[src/rtl/amiga_reset_sequencer.sv]
// Reset / override sequencer for the A1000 system model: power-on hold, keyboard
// reset, filtered external-reset detection, override channels and a C1 tick budget.
module amiga_reset_sequencer #(
    parameter int HOLD_CYCLES    = 100,
    parameter int KB_HOLD_CYCLES = 500,
    parameter int TICK_LIMIT     = 1000,
    parameter int TICK_W         = 16,
    parameter int OVR_CH         = 1
) (
    input  logic              CLK,
    input  logic              RESET,
    input  logic              C1,
    input  logic              RST_SENSE,
    input  logic              KB_RST_REQ,
    input  logic [OVR_CH-1:0] OVR_REQ,
    output logic              RST_OE,
    output logic [OVR_CH-1:0] OVR_OE,
    output logic [TICK_W-1:0] TICKS,
    output logic              DONE,
    output logic [1:0]        STATE
);

    localparam logic [1:0] ST_HOLD   = 2'd0;
    localparam logic [1:0] ST_RUN    = 2'd1;
    localparam logic [1:0] ST_KBHOLD = 2'd2;
    localparam logic [1:0] ST_FIN    = 2'd3;

    // One shared counter serves both hold phases; it only ever reaches max-1.
    localparam int CNT_MAX = (HOLD_CYCLES > KB_HOLD_CYCLES) ? HOLD_CYCLES : KB_HOLD_CYCLES;
    localparam int CNT_W   = (CNT_MAX > 1) ? $clog2(CNT_MAX) : 1;

    localparam logic [CNT_W-1:0]  HOLD_LAST = CNT_W'(HOLD_CYCLES - 1);
    localparam logic [CNT_W-1:0]  KB_LAST   = CNT_W'(KB_HOLD_CYCLES - 1);
    localparam logic [TICK_W-1:0] TICK_END  = TICK_W'(TICK_LIMIT);

    logic [1:0]        state_reg,     state_next;
    logic [CNT_W-1:0]  cnt_reg,       cnt_next;
    logic [TICK_W-1:0] ticks_reg,     ticks_next;
    logic              done_reg,      done_next;
    logic              rst_oe_reg,    rst_oe_next;
    logic [OVR_CH-1:0] ovr_oe_reg,    ovr_oe_next;
    logic              sense_low_reg, sense_low_next;
    logic              c1_prev_reg;
    logic              kb_prev_reg;

    logic              tick_event;
    logic              kb_edge;
    logic              sense_detect;
    logic              stay_run;
    logic [TICK_W-1:0] ticks_inc;

    assign tick_event   = C1 & ~c1_prev_reg;
    assign kb_edge      = KB_RST_REQ & ~kb_prev_reg;
    // Second consecutive low sample while we are not driving the line ourselves.
    assign sense_detect = (state_reg == ST_RUN) & ~rst_oe_reg & ~RST_SENSE & sense_low_reg;
    assign ticks_inc    = ticks_reg + TICK_W'(1);

    // State register
    always_ff @(posedge CLK) begin
        c1_prev_reg <= C1;
        kb_prev_reg <= KB_RST_REQ;
        if (RESET) begin
            state_reg     <= ST_HOLD;
            cnt_reg       <= '0;
            ticks_reg     <= '0;
            done_reg      <= 1'b0;
            rst_oe_reg    <= 1'b1;
            ovr_oe_reg    <= '0;
            sense_low_reg <= 1'b0;
        end else begin
            state_reg     <= state_next;
            cnt_reg       <= cnt_next;
            ticks_reg     <= ticks_next;
            done_reg      <= done_next;
            rst_oe_reg    <= rst_oe_next;
            ovr_oe_reg    <= ovr_oe_next;
            sense_low_reg <= sense_low_next;
        end
    end

    // Next-state logic; event priority is KB edge, then sense detect, then tick.
    always_comb begin
        state_next = state_reg;
        cnt_next   = cnt_reg;
        ticks_next = ticks_reg;
        done_next  = done_reg;
        unique case (state_reg)
            ST_HOLD: begin
                if (kb_edge) begin
                    state_next = ST_KBHOLD;
                    cnt_next   = '0;
                    ticks_next = '0;
                end else if (cnt_reg == HOLD_LAST) begin
                    state_next = ST_RUN;
                    cnt_next   = '0;
                end else begin
                    cnt_next = cnt_reg + CNT_W'(1);
                end
            end
            ST_RUN: begin
                if (kb_edge) begin
                    state_next = ST_KBHOLD;
                    cnt_next   = '0;
                    ticks_next = '0;
                end else if (sense_detect) begin
                    state_next = ST_HOLD;
                    cnt_next   = '0;
                    ticks_next = '0;
                end else if (tick_event) begin
                    ticks_next = ticks_inc;
                    if (ticks_inc == TICK_END) begin
                        done_next  = 1'b1;
                        state_next = ST_FIN;
                    end
                end
            end
            ST_KBHOLD: begin
                // A fresh key press restarts the minimum hold; a held key extends it.
                if (kb_edge) begin
                    cnt_next = '0;
                end else if (cnt_reg != KB_LAST) begin
                    cnt_next = cnt_reg + CNT_W'(1);
                end else if (!KB_RST_REQ) begin
                    state_next = ST_RUN;
                    cnt_next   = '0;
                end
            end
            default: begin
                state_next = ST_FIN;
            end
        endcase
    end

    // Output logic: registered outputs follow the state being entered.
    always_comb begin
        stay_run       = (state_reg == ST_RUN) && (state_next == ST_RUN);
        rst_oe_next    = (state_next == ST_HOLD) || (state_next == ST_KBHOLD);
        sense_low_next = stay_run & ~RST_SENSE;
    end

    for (genvar gi = 0; gi < OVR_CH; gi++) begin : g_ovr
        assign ovr_oe_next[gi] = stay_run & OVR_REQ[gi];
    end

    assign RST_OE = rst_oe_reg;
    assign OVR_OE = ovr_oe_reg;
    assign TICKS  = ticks_reg;
    assign DONE   = done_reg;
    assign STATE  = state_reg;

endmodule
[config.mk]
export PLATFORM = sky130hd
export DESIGN_NAME = amiga_reset_sequencer
export DESIGN_NICKNAME = d
export VERILOG_FILES = /design/src/rtl/amiga_reset_sequencer.sv
export SDC_FILE = /design/constraint.sdc
export NUM_CORES = 1
export LEC_CHECK = 0
export ABC_AREA = 1
export CAP_MARGIN = 20
export CORE_MARGIN = 4
export CORE_UTILIZATION = 40
export CTS_CLUSTER_DIAMETER = 120
export CTS_CLUSTER_SIZE = 12
export DETAILED_ROUTE_END_ITERATION = 12
export PLACE_DENSITY = 0.76
export SLEW_MARGIN = 20
export SYNTH_ARGS = -nofsm -noshare
export SYNTH_HDL_FRONTEND = slang
export SYNTH_SLANG_ARGS = --single-unit
[constraint.sdc]
create_clock -name CLK -period 1.65 [get_ports CLK]
set_clock_uncertainty 0.05 [all_clocks]
set_input_delay 0.33 -clock CLK [delete_from_list [all_inputs] [get_ports CLK]]
set_output_delay 0.33 -clock CLK [all_outputs]
set_load 0.005 [all_outputs]
==> flow_summary.yaml <==
die:
  die_y_um: 78.9
  floorplan.rows: 25
  die_area_um2: 6220
  floorplan.core_area_um2: 4790
  die_w_um: 78.9
  floorplan.initialDensity: 0.420
  ios: 27
logic_synthesis:
  post_synth_num_cell_types: 28
  main_area_contributors_after_synthesis: "sky130_fd_sc_hd__dfxtp_1 33%, sky130_fd_sc_hd__nand2_1 16%, sky130_fd_sc_hd__inv_1 8.2%"
  synth-seq-cells: 33
  syn_nets: 324
  synthTopCellsByCount: "87 x sky130_fd_sc_hd__nand2_1, 44 x sky130_fd_sc_hd__inv_1, 34 x sky130_fd_sc_hd__nor2_1, 33 x sky130_fd_sc_hd__dfxtp_1, 28 x sky130_fd_sc_hd__nand3_1"
  post_synth.cell_area_avg_um2: 6.46
  ys_dominant_reg_cell: "sky130_fd_sc_hd__dfxtp_1"
  synth_warnings: 0
  area_fraction_of_the_dominant_cell_type_after_synthesis: 0.329
  synth-edff-count: 0
  synthMostInstantiatedCell: "sky130_fd_sc_hd__nand2_1"
  synth_seq_area_share: 0.329
  syn-instance-count: 311
  postSynth.asyncResetShare: 0
  synth.largest_area_cell: "sky130_fd_sc_hd__dfxtp_1"
  mappedNetlistArea_um2: 2010
drt:
  wl_per_cell_um: 12.0
  wirelength_um: 5580
  routed_via_density: 4.80
  postRouteAntennaNets: 0
  drt_pass1_iterations: 4
  first_iter_violations: 114
  final_routed_drc_violation_total: 0
  vias: 2228
final_layout:
  fin_nets: 409
  largest_register_ff_count: 16
  diodes: 0
  core_occupancy_in_the_finished_layout: 0.637
  final_layout_size_suffix_gt1_frac: 0.348
  register_area_um2: 698
  areaGrowthSynthToFinish_pct: 51.8
  fillerInstances: 405
  multiInputGateArea_um2: 1300
worst_setup_path:
  start_of_the_worst_register_to_register_path: "TICKS[0]"
  start_kind: "flop"
  worst_ep_arrival_time_ns: 1.99
  crit_type: "flop to flop"
  cp.required_ns: 1.82
  critical_path.reg2reg.endpoint: "sense_low_reg"
  timing.critical_path.fanout_max: 5
  worst-r2r-cell-count: 13
  timing.reg2reg.setup_slack_ns: -0.17
  critical_path.endpoint_type: "flop"
global_routing:
  grt_overflow_total: 0
  via_count_of_the_first_global_routing_pass: 2138
  grt_first_pass_wirelength_um: 9500
  grt_start_max_net_pins: 18
  global_route.usage.total: 0.189
  number_of_antenna_violations_at_the_first_check_in_global_routing: 0
timing:
  timing.final.ws_setup_ns: -0.175
  maxSlewViolCount: 0
  fin_tns_setup_ns: -1.47
  worst_hold_slack_ns: 0.249
  timing_worst_slew_pin_value_ns: 0.238
  timing_hold_violations_final: 0
  finalSetupViolCount: 21
  min_period_over_period: 1.11
  timing.slew.headroom: 0.841
  rsz_0062_raised_after_global_routing: "yes"
  timing.fmax_mhz: 548
  period_needed_ns: 1.82
job:
  timing.max_cap.violations: 0
hold_path:
  worstHoldEndpoint: "c1_prev_reg"
  min_delay_path_depth: 1
  hold_path.class: "primary input to flop"
  startpoint_of_the_tightest_hold_check_path: "C1"
clocking:
  clock_insertion_delay_at_the_later_pin_of_the_skew_report_ns: 0.29
  cts-hold-fix-buffers: 0
  tritoncts: "built"
  cts_root_buf: "sky130_fd_sc_hd__clkbuf_8"
  bufs_on_longest_clock_path: 2
  cts-buffers-inserted: 5
  total_number_of_h_tree_levels: 2
  clk_pin_slew_ns: 0.08
  clock-sinks: 33
power_and_ir_drop:
  power_frac_clock: 0.384
  vdd.ir_drop.worst_v: 0.000459
  share_comb_of_total_power: 0.099
  netSwitchingPower_uw: 392
  intPower_uw: 1160
  power.switching_fraction: 0.253
  power.density_nw_per_um2: 509
  power_leakage_uw: 0.00137
  power.sequential.fraction: 0.518
outcome:
  failed_checks: "setup timing"
  outcome: "finished with violations"
placed_design:
  place.gp.congestion: 0.873
  numPortBuffers: 26
  place.detailed.hpwl_um: 3920
[stage by stage]
stage               setup WS, ns  power (µW)  cells  area, µm²
floorplan                -0.0740         903    311       2050
global placement          -0.432         966    453       2770
detailed placement        -0.481         969    453       2770
CTS                       -0.129        1570    463       2950
global route              -0.308        1620    464       3050
finish                    -0.175        1550    464       3050
[power by group through the flow]
stage	combinational, µW	sequential (µW)	clock [µW]
5_1_grt	167	803	654
3_5_place_dp	143	826	0
3_3_place_gp	141	826	0
6_report	153	802	595
2_1_floorplan	75.6	827	0
4_1_cts	151	802	611
[cell type report]
| cell class | count | share of cell area |
|---|---|---|
| Clock buffer | 6 | 0.0238 |
| Timing Repair Buffer | 82 | 0.231 |
| Inverter | 47 | 0.0579 |
| Tap cell | 67 | 0.0275 |
| Sequential cell | 33 | 0.229 |
| Multi-Input combinational cell | 227 | 0.428 |
| Clock inverter | 2 | 0.00328 |
[layer usage]
layer,vias to the layer above,share of wire,track usage
met4,0,0.011,0.0481
met5,-,0,0
met1,1001,0.43,0.236
met2,63,0.50,0.333
li1,1155,-,-
met3,9,0.059,0.0385
[cell usage in the layout, fill, tap and decap left out, types with 2 or more instances in the layout]
cell	instances
sky130_fd_sc_hd__a211oi_1	2
sky130_fd_sc_hd__a21oi_1	21
sky130_fd_sc_hd__a21oi_2	5
sky130_fd_sc_hd__buf_4	53
sky130_fd_sc_hd__buf_6	2
sky130_fd_sc_hd__clkbuf_8	5
sky130_fd_sc_hd__clkdlybuf4s50_1	11
sky130_fd_sc_hd__clkinv_2	2
sky130_fd_sc_hd__dfxtp_1	15
sky130_fd_sc_hd__dfxtp_2	12
sky130_fd_sc_hd__dfxtp_4	6
sky130_fd_sc_hd__dlygate4sd2_1	8
sky130_fd_sc_hd__dlymetal6s2s_1	7
sky130_fd_sc_hd__ha_1	4
sky130_fd_sc_hd__ha_4	2
sky130_fd_sc_hd__inv_1	37
sky130_fd_sc_hd__inv_2	10
sky130_fd_sc_hd__nand2_1	79
sky130_fd_sc_hd__nand2_2	10
sky130_fd_sc_hd__nand2_4	3
sky130_fd_sc_hd__nand3_1	19
sky130_fd_sc_hd__nand3_2	9
sky130_fd_sc_hd__nand3b_1	2
sky130_fd_sc_hd__nand4_1	8
sky130_fd_sc_hd__nor2_1	31
sky130_fd_sc_hd__nor2_2	4
sky130_fd_sc_hd__nor2_4	9
sky130_fd_sc_hd__o21ai_0	7
sky130_fd_sc_hd__o21bai_1	2
sky130_fd_sc_hd__xor2_1	3
[critical path, stage by stage, from the launching register on]
cell	delay, ns
sky130_fd_sc_hd__dfxtp_4	0.40
sky130_fd_sc_hd__ha_4	0.18
sky130_fd_sc_hd__nand2_4	0.07
sky130_fd_sc_hd__nor2_4	0.17
sky130_fd_sc_hd__nand3_2	0.09
sky130_fd_sc_hd__nand2_2	0.07
sky130_fd_sc_hd__nand2_2	0.05
sky130_fd_sc_hd__nor2_2	0.11
sky130_fd_sc_hd__nand2_1	0.07
sky130_fd_sc_hd__nor2_2	0.13
sky130_fd_sc_hd__nand3_2	0.12
sky130_fd_sc_hd__nand2_2	0.09
sky130_fd_sc_hd__nand3_2	0.06
sky130_fd_sc_hd__nor2_1	0.10
[logic make-up (layout without fill, tap and decap cells)]
logic type	Yosys count	after routing	share of synthesized area
flip-flops	33	33	0.329
AO/OA/AOI/OAI	40	40	0.115
buffers and inverters	52	137	0.102
adder cells (fa/ha/maj)	7	7	0.0436
XOR/XNOR	3	3	0.0131
AND/OR/NAND/NOR	176	177	0.398
[worst max path at each step]
stage	cells after the start	endpoint	slack, ns	startpoint
after floorplan	11	TICKS[1]	-0.07	STATE[1]
after global placement	10	TICKS[15]	-0.43	KB_RST_REQ
after detailed placement	10	TICKS[7]	-0.48	KB_RST_REQ
after CTS	13	OVR_OE	-0.13	TICKS[0]
after global routing	13	sense_low_reg	-0.31	TICKS[0]
final	13	sense_low_reg	-0.17	TICKS[0]
[timing repair]
item	CTS	global route
buffers inserted	1	1
cloned	1	0
endpoints found under the setup margin	43	42
pin swaps	20	11
resized for setup	39	34
(Power assumes the default switching activity.)
